===== config.mk =====
export PLATFORM = sky130hd
export DESIGN_NAME = amp_pwr_seq
export DESIGN_NICKNAME = d
export VERILOG_FILES = /design/src/rtl/amp_pwr_seq.sv
export SDC_FILE = /design/constraint.sdc
export NUM_CORES = 1
export LEC_CHECK = 0
export ABC_AREA = 1
export CELL_PAD_IN_SITES_DETAIL_PLACEMENT = 1
export CELL_PAD_IN_SITES_GLOBAL_PLACEMENT = 2
export CORE_ASPECT_RATIO = 0.9
export CORE_MARGIN = 8
export CORE_UTILIZATION = 39
export DETAILED_ROUTE_END_ITERATION = 8
export PLACE_DENSITY = 0.9
export SYNTH_ARGS = -nofsm -noshare
export SYNTH_HDL_FRONTEND = slang
export SYNTH_SLANG_ARGS = --single-unit

===== constraint.sdc =====
create_clock -name clk -period 9.9 [get_ports clk]
set_input_delay 0.99 -clock clk [delete_from_list [all_inputs] [get_ports clk]]
set_output_delay 0.99 -clock clk [all_outputs]
set_load 0.02 [all_outputs]

===== src/rtl/amp_pwr_seq.sv =====
`default_nettype none
// ============================================================================
//  Module      : amp_pwr_seq
//  Description : Amplifier power sequencer and soft-mute controller. Holds the
//                amplifiers in shutdown until the EQ queues are full, releases
//                shutdown, waits a settle period, then ramps gain from 0 to
//                unity over 256 samples. Faults force shutdown/mute, retry
//                after a timeout and lock out after repeated faults.
//  Revision    : 1.0 - initial release
// ============================================================================
module amp_pwr_seq #(
    parameter int SETTLE_CYC = 50000,
    parameter int RETRY_CYC  = 5000000,
    parameter int MAX_FAULTS = 3
) (
    input  logic        clk,
    input  logic        rst_n,
    input  logic        seq_low,
    input  logic        Flt_n,
    input  logic        vld,
    input  logic [15:0] aud_in_lft,
    input  logic [15:0] aud_in_rght,
    output logic [15:0] aud_out_lft,
    output logic [15:0] aud_out_rght,
    output logic        sht_dwn,
    output logic        lockout,
    output logic [3:0]  fault_cnt,
    output logic [2:0]  amp_state
);

    localparam int TMR_MAX = (SETTLE_CYC > RETRY_CYC) ? SETTLE_CYC : RETRY_CYC;
    localparam int TMR_W   = $clog2(TMR_MAX + 1);

    localparam logic [TMR_W-1:0] c_SETTLE_LD = TMR_W'(SETTLE_CYC - 1);
    localparam logic [TMR_W-1:0] c_RETRY_LD  = TMR_W'(RETRY_CYC - 1);
    localparam logic [3:0]       c_MAX_FLT   = 4'(MAX_FAULTS);

    localparam logic [2:0] c_ST_WAIT_SEQ = 3'd0;
    localparam logic [2:0] c_ST_SETTLE   = 3'd1;
    localparam logic [2:0] c_ST_RAMP     = 3'd2;
    localparam logic [2:0] c_ST_RUN      = 3'd3;
    localparam logic [2:0] c_ST_FAULT    = 3'd4;
    localparam logic [2:0] c_ST_LOCKOUT  = 3'd5;

    logic             r_flt_meta;
    logic             r_flt_sync;
    logic             w_flt;

    logic [2:0]       r_state;
    logic [TMR_W-1:0] r_timer;
    logic [3:0]       r_fault_cnt;
    logic [8:0]       r_gain;
    logic             r_sht_dwn;
    logic             r_lockout;
    logic [15:0]      r_out_lft;
    logic [15:0]      r_out_rght;

    logic [2:0]       w_next_state;
    logic [TMR_W-1:0] w_next_timer;
    logic [3:0]       w_next_cnt;
    logic [8:0]       w_next_gain;
    logic [3:0]       w_cnt_inc;
    logic             w_cur_audible;
    logic             w_next_audible;

    logic signed [25:0] w_prod_lft;
    logic signed [25:0] w_prod_rght;
    logic               w_unused_prod;

    // Two-flop synchronizer for the asynchronous fault pin; resets to no-fault
    always_ff @(posedge clk or negedge rst_n) begin
        if (!rst_n) begin
            r_flt_meta <= 1'b1;
            r_flt_sync <= 1'b1;
        end else begin
            r_flt_meta <= Flt_n;
            r_flt_sync <= r_flt_meta;
        end
    end

    assign w_flt     = ~r_flt_sync;
    assign w_cnt_inc = (r_fault_cnt == 4'd15) ? 4'd15 : r_fault_cnt + 4'd1;

    // Next-state, timer, fault count and gain; fault entry overrides everything
    always_comb begin
        w_next_state = r_state;
        w_next_timer = r_timer;
        w_next_cnt   = r_fault_cnt;
        w_next_gain  = r_gain;

        case (r_state)
            c_ST_WAIT_SEQ: begin
                if (seq_low && !w_flt) begin
                    w_next_state = c_ST_SETTLE;
                    w_next_timer = c_SETTLE_LD;
                end
            end
            c_ST_SETTLE: begin
                if (r_timer == '0) begin
                    w_next_state = c_ST_RAMP;
                end else begin
                    w_next_timer = r_timer - 1'b1;
                end
            end
            c_ST_RAMP: begin
                if (vld) begin
                    w_next_gain = r_gain + 9'd1;
                    if (r_gain == 9'd255) begin
                        w_next_state = c_ST_RUN;
                    end
                end
            end
            c_ST_RUN: begin
                w_next_state = c_ST_RUN;
            end
            c_ST_FAULT: begin
                if (r_timer == '0) begin
                    if (w_flt) begin
                        w_next_timer = c_RETRY_LD;
                    end else begin
                        w_next_state = c_ST_SETTLE;
                        w_next_timer = c_SETTLE_LD;
                    end
                end else begin
                    w_next_timer = r_timer - 1'b1;
                end
            end
            c_ST_LOCKOUT: begin
                w_next_state = c_ST_LOCKOUT;
            end
            default: begin
                w_next_state = c_ST_WAIT_SEQ;
            end
        endcase

        // A fault while powered up is counted and mutes immediately
        if (w_flt && (r_state == c_ST_SETTLE || r_state == c_ST_RAMP ||
                      r_state == c_ST_RUN)) begin
            w_next_cnt = w_cnt_inc;
            if (w_cnt_inc >= c_MAX_FLT) begin
                w_next_state = c_ST_LOCKOUT;
            end else begin
                w_next_state = c_ST_FAULT;
                w_next_timer = c_RETRY_LD;
            end
        end

        // Gain only survives while the ramp or run is continuing
        if (w_next_state != c_ST_RAMP && w_next_state != c_ST_RUN) begin
            w_next_gain = 9'd0;
        end
    end

    assign w_cur_audible  = (r_state == c_ST_RAMP) || (r_state == c_ST_RUN);
    assign w_next_audible = (w_next_state == c_ST_RAMP) || (w_next_state == c_ST_RUN);

    // Gain is at most 256, so bits [23:8] never overflow
    assign w_prod_lft    = $signed(aud_in_lft)  * $signed({1'b0, r_gain});
    assign w_prod_rght   = $signed(aud_in_rght) * $signed({1'b0, r_gain});
    assign w_unused_prod = ^{w_prod_lft[25:24], w_prod_lft[7:0],
                             w_prod_rght[25:24], w_prod_rght[7:0]};

    // Control state registers; shutdown/lockout decoded from the next state
    always_ff @(posedge clk or negedge rst_n) begin
        if (!rst_n) begin
            r_state     <= c_ST_WAIT_SEQ;
            r_timer     <= '0;
            r_fault_cnt <= 4'd0;
            r_gain      <= 9'd0;
            r_sht_dwn   <= 1'b1;
            r_lockout   <= 1'b0;
        end else begin
            r_state     <= w_next_state;
            r_timer     <= w_next_timer;
            r_fault_cnt <= w_next_cnt;
            r_gain      <= w_next_gain;
            r_sht_dwn   <= (w_next_state == c_ST_WAIT_SEQ) ||
                           (w_next_state == c_ST_FAULT)    ||
                           (w_next_state == c_ST_LOCKOUT);
            r_lockout   <= (w_next_state == c_ST_LOCKOUT);
        end
    end

    // Gained audio: muted every clock when not audible, else updated on vld
    always_ff @(posedge clk or negedge rst_n) begin
        if (!rst_n) begin
            r_out_lft  <= 16'd0;
            r_out_rght <= 16'd0;
        end else if (!w_cur_audible || !w_next_audible) begin
            r_out_lft  <= 16'd0;
            r_out_rght <= 16'd0;
        end else if (vld) begin
            r_out_lft  <= w_prod_lft[23:8];
            r_out_rght <= w_prod_rght[23:8];
        end
    end

    assign aud_out_lft  = r_out_lft;
    assign aud_out_rght = r_out_rght;
    assign sht_dwn      = r_sht_dwn;
    assign lockout      = r_lockout;
    assign fault_cnt    = r_fault_cnt;
    assign amp_state    = r_state;

endmodule
`default_nettype wire


---- Word-level counts from Yosys, hierarchy flattened ----
Cells that the tools add are included.
word-level totals
  logic and storage cells ................. 73
  output and inout port bits .............. 41
  bits in registers ....................... 75
operators by class
  bitwise logic cells ..................... 1
  reduce and logical (&&, ||, !) cells .... 19
  multiply operators ...................... 2
  magnitude comparators ................... 1
  mux-type cells .......................... 24
  add/sub/neg operators ................... 3
  equal/unequal tests ..................... 13
operators by type and width
  cell                                                                     number
  23-bit 2-to-1 mux                                                        6
  23-bit one-hot mux with 3 select lines                                   1
  16-bit 2-to-1 mux                                                        4
  16-bit by 10-bit multiplier with 24-bit output                           2
  9-bit 2-to-1 mux                                                         3
  23-bit zero test                                                         1
  23-bit by 1-bit subtractor with 23-bit output, second input constant     1
  3-bit 2-to-1 mux                                                         7
  3-bit one-hot mux with 6 select lines                                    1
  3-bit by 2-bit == test with 1-bit output, second input constant          4
  3-bit == test, second input constant                                     4
  9-bit by 1-bit adder with 9-bit output, second input constant            1
  9-bit by 8-bit == test with 1-bit output, second input constant          1
  1-bit logical OR                                                         7
  3-bit zero test                                                          2
  3-bit by 2-bit inequality test with 1-bit output, second input constant  2
  2-bit nonzero test                                                       3
  4-bit by 1-bit adder with 4-bit output, second input constant            1
  4-bit == test, second input constant                                     1
  4-bit by 2-bit >= comparator with 1-bit output, second input constant    1
  4-bit 2-to-1 mux                                                         1
  3-bit by 1-bit == test with 1-bit output, second input constant          1
  1-bit logical AND                                                        3
  1-bit zero test                                                          2
  3 further kinds                                                          3

---- Longest topological paths before layout ----
  depth in word-level cells ............... 10
  mapped depth ............................ 25

---- Least setup slack after synthesis ----
No wires, ideal clock.
  path type ............................... input to register
  start ................................... input aud_in_rght[15]
  end ..................................... register r_out_rght[15], in the netlist aud_out_rght[15]
  path buffers ............................ 1
  slack ................................... 4.570 ns
  arrival ................................. 5.213 ns
  stages .................................. 20
  cells stage by stage .................... clkbuf_1 -> nand2_1 -> fa_1 -> inv_1 -> fa_1 -> inv_1 -> fa_1 -> fa_1 -> fa_1 -> inv_1 -> ha_1 -> inv_1 -> nor3_1 -> nand2_1 -> nor2_1 -> nand2_1 -> nand3_1 -> nand2_1 -> nand3_1 -> nand2_1
between the ends
  longest elaborated chain between the ends .. 3
ends and longest elaborated chain
  element                                         line  RTL
  start, declared                                 22    input logic [15:0] aud_in_rght,
  16-bit by 10-bit multiplier with 24-bit output  159   assign w_prod_rght = $signed(aud_in_rght) * $signed({1'b0, r_gain});
  16-bit 2-to-1 mux                               192   end else if (vld) begin
  16-bit 2-to-1 mux                               189   end else if (!w_cur_audible || !w_next_audible) begin
  end signal, assigned                            194   r_out_rght <= w_prod_rght[23:8];
  end, declared                                   56    logic [15:0] r_out_rght;
No other way between the ends. The select of a mux whose other input is x is not followed.
A chain may end at the register's enable or synchronous reset.

---- Worst setup path after layout ----
  start ................................... input aud_in_rght[7]
  end ..................................... register r_out_rght[4], in the netlist aud_out_rght[4]
Same word-level chain as after synthesis.

==> key figures <==
Status
  – Status: complete, no violations

Logic synthesis
  – Post-Syn Area per Cell: approximately 7.1 sq um
  – Post-synth ARST share: 1.00
  – Cells after Synth: 2,099
  – Synth warnings: 0
  – Syn nets: between 2,000 and 2,500
  – Cell Area, Synth: 15,000 sq um
  – Most frequently used flop master after synthesis: dfrtp_1
  – Count of cell types in the netlist: 49
  – Post-synth EDFFs: 0
  – Seq/Total Area, Yosys: 0.126
  – #FFs+latches synth: 75

Route
  – Final WL: about 45,000 microns
  – Drt wl/cell: 17.2 microns
  – DR iter-0 viols: a little over 500
  – Pre-antenna DRT Iters: 4
  – DRC viols: 0
  – Via count: 13,000
  – Vias per cell: between 4 and 5
  – Post-DRT Antenna Nets: 0

Die
  – Total die area: 45,000 sq um
  – Die Y-Extent: ~200 microns
  – Initial core utilization: 0.393
  – # rows: between 60 and 70
  – Die width: 223 microns
  – Total core area: 38,100 sq um
  – I/O pin cnt: 78

Finish
  – Ant. Diodes: 0
  – Most frequent cells in the layout: nand2_1 (640), inv_1 (517), fa_1 (228)
  – Synthesis-to-layout area growth: 9.74%
  – Nets@finish: 2,490
  – Final Instance Area: ~16,000 sq um
  – Share of layout cells above drive strength 1: 0.0306
  – Fill cells: between 4,000 and 5,000
  – Commonest non-fill, non-tap cell in the layout: nand2_1

Clocking
  – Reg clk slew, reported paths: 60 ps
  – Hold buffer count at CTS: 0
  – Worst-Skew Late Latency: approximately 350 ps
  – CTS max path bufs: 2
  – TritonCTS clock tree: done
  – Post-CTS resize count: 0
  – Htree depth: 3
  – Cts bufs inserted: 9
  – CTS sink count: 75
  – Post-CTS Setup Bufs: 0
  – Root buffer cell: clkbuf_16

Place
  – IO Port Bufs: just under 80
  – Final Wtd Congestion: about 0.88
  – Dpl ws: between 3000 and 4000 ps
  – DP Wirelength: 37,100 microns
  – DP Area: ~16,000 sq um

STA
  – TNS Setup: 0 ps
  – F_max: 0.167 GHz
  – Unrepaired setup endpoints after global routing: false
  – Max-slew headroom: 0.220
  – Hold Violations, Final: 0
  – Layout Skew: ~9.1 ps
  – Worst-Margin Slew: around 1200 ps
  – Period utilization: 0.605
  – Final setup vio count: 0
  – Pins Over Slew Limit: 0
  – PnR worst setup slack: approximately 3900 ps
  – Tmin final: ~6000 ps

Setup path
  – Startpoint Class: primary input
  – Crit Path Max Fanout: 9
  – Critical path endpoint category: flop
  – Critical Path RT: between 10,000 and 15,000 ps
  – Critical path class: in2reg
  – Critical Path AT: around 6200 ps

Power and ir drop
  – Sequential share of power: 0.319
  – Net Sw Power: 0.595 mW
  – Comb pwr share: 0.408
  – PD cells: around 83 nW/um^2
  – Max VDD drop: ~0.11 mV
  – Clk pwr share: 0.273
  – Internal power: between 0.7 and 0.8 mW
  – Leak: a little under 10 nW
  – Sw frac: 0.435

GRT
  – First-pass GRT wire length: a little under 80,000 microns
  – Largest net degree at the start of global routing: 76
  – Gr usage total: 0.209
  – Gr ovfl total: 0
  – Number of global-route vias before repair: ~15,000
  – Antenna violations before repair: 0

Hold path
  – Hold Path Class: reg2reg

Run
  – Max-cap violations: 0
[layout make-up]
type / instances / area (sq um) / area share
tap: 490 / 613 / 0.0373
clock inverter: 4 / 72.6 / 0.00441
timing repair buffer: 87 / 843 / 0.0513
sequential: 75 / 1880 / 0.114
multi-input combinational: 1426 / 10800 / 0.658
clock buffer: 12 / 256 / 0.0156
inverter: 521 / 1960 / 0.119
[power by group through the flow]
| stage | clock, mW | combinational [mW] | sequential [mW] |
|---|---|---|---|
| final | 0.374 | 0.558 | 0.436 |
| after global routing | 0.396 | 0.620 | 0.443 |
| after CTS | 0.382 | 0.554 | 0.434 |
| after detailed placement | 0 | 0.544 | 0.438 |
| after global placement | 0 | 0.527 | 0.436 |
| after floorplan | 0 | 0.364 | 0.433 |
[stage by stage]
stage	util	std cells	hold slack, ps	power, mW
3_3_place_gp	0.423	2599	347	0.963
2_1_floorplan	-	2099	345	0.798
5_1_grt	0.431	2615	365	1.46
3_5_place_dp	0.423	2599	353	0.982
4_1_cts	0.431	2615	362	1.37
6_report	0.431	2615	358	1.37
[cell families (layout without fill, tap and decap cells)]
kind of cell | after synthesis | in the layout | share of synthesized area
AO/OA/AOI/OAI | 153 | 153 | 0.0568
XOR/XNOR | 34 | 34 | 0.0199
adder cells (fa/ha/maj) | 333 | 333 | 0.392
buffers and inverters | 598 | 624 | 0.152
flip-flops | 75 | 75 | 0.126
AND/OR/NAND/NOR | 906 | 906 | 0.253
[path summary, 6_finish.rpt]
kind	from	endpoint	slack (ps)	depth (start not counted)
max in group asynchronous	rst_n	r_gain[8]	8370	1
hold reg to reg	r_flt_meta	r_flt_sync	360	0
hold / removal	r_flt_meta	r_flt_sync	360	0
min in group asynchronous	rst_n	aud_out_rght[13]	810	1
setup / recovery	aud_in_rght[7]	aud_out_rght[4]	3910	21
setup reg to reg	r_gain[4]	aud_out_lft[11]	4060	19
[registers in the layout (all words and copies together), names as in the netlist]
name and count:
fault_cnt 4, r_flt_sync 1, r_timer 23, r_flt_meta 1
lockout 1, aud_out_lft 16, sht_dwn 1, r_gain 9
aud_out_rght 16, amp_state 3
[worst max-delay path: stages]
cell	delay (ps)
clkdlybuf4s50_1	740
nand2_1	160
fa_1	570
inv_1	60
fa_1	510
inv_1	60
fa_1	540
inv_1	60
fa_1	480
inv_1	50
fa_1	470
inv_1	40
ha_1	340
nand2_1	110
nor2_1	160
inv_1	70
nor3_1	190
and2_1	180
nor3_1	50
o21ai_0	280
nand2_1	90
[layer usage]
layer  GRT usage  wire [microns]  vias to the layer above
met5           0               0                        -
met3      0.0297            1510                       48
li1            -               -                     6220
met2       0.391           23400                      200
met1       0.255           19400                     6513
met4      0.0390             726                        0
[synth_stat cells, types with 2 or more instances]
| master | count | area [sq um] |
|---|---|---|
| nor2_2 | 10 | 62.6 |
| nor3_2 | 6 | 60.1 |
| o2111ai_1 | 4 | 35.0 |
| clkbuf_1 | 55 | 206 |
| and2_1 | 3 | 18.8 |
| xnor2_1 | 11 | 96.3 |
| nor3_4 | 2 | 32.5 |
| buf_6 | 2 | 22.5 |
| o21a_1 | 2 | 15.0 |
| buf_1 | 3 | 11.3 |
| nor3_1 | 18 | 90.1 |
| nor4_1 | 2 | 12.5 |
| ha_1 | 105 | 1310 |
| buf_2 | 16 | 80.1 |
| nand3_2 | 2 | 20.0 |
| nand2_4 | 2 | 22.5 |
| a21oi_1 | 74 | 370 |
| nand3_1 | 85 | 425 |
| o21ai_1 | 9 | 45.0 |
| inv_2 | 2 | 7.51 |
| fa_1 | 228 | 4560 |
| dfrtp_1 | 72 | 1800 |
| o21ai_0 | 39 | 195 |
| o21ai_2 | 2 | 17.5 |
| nor2_1 | 102 | 383 |
| dfstp_2 | 3 | 78.8 |
| inv_1 | 517 | 1940 |
| o211ai_1 | 4 | 30.0 |
| o21bai_1 | 9 | 67.6 |
| a21o_1 | 5 | 37.5 |
| nor2_4 | 2 | 22.5 |
| nand2_1 | 640 | 2400 |
| nand4_1 | 22 | 138 |
| o31ai_1 | 2 | 15.0 |
| xor2_1 | 23 | 201 |
| nand3_4 | 2 | 35.0 |
| nand3b_1 | 2 | 15.0 |
Note: power is estimated with default switching activity, not from simulation.
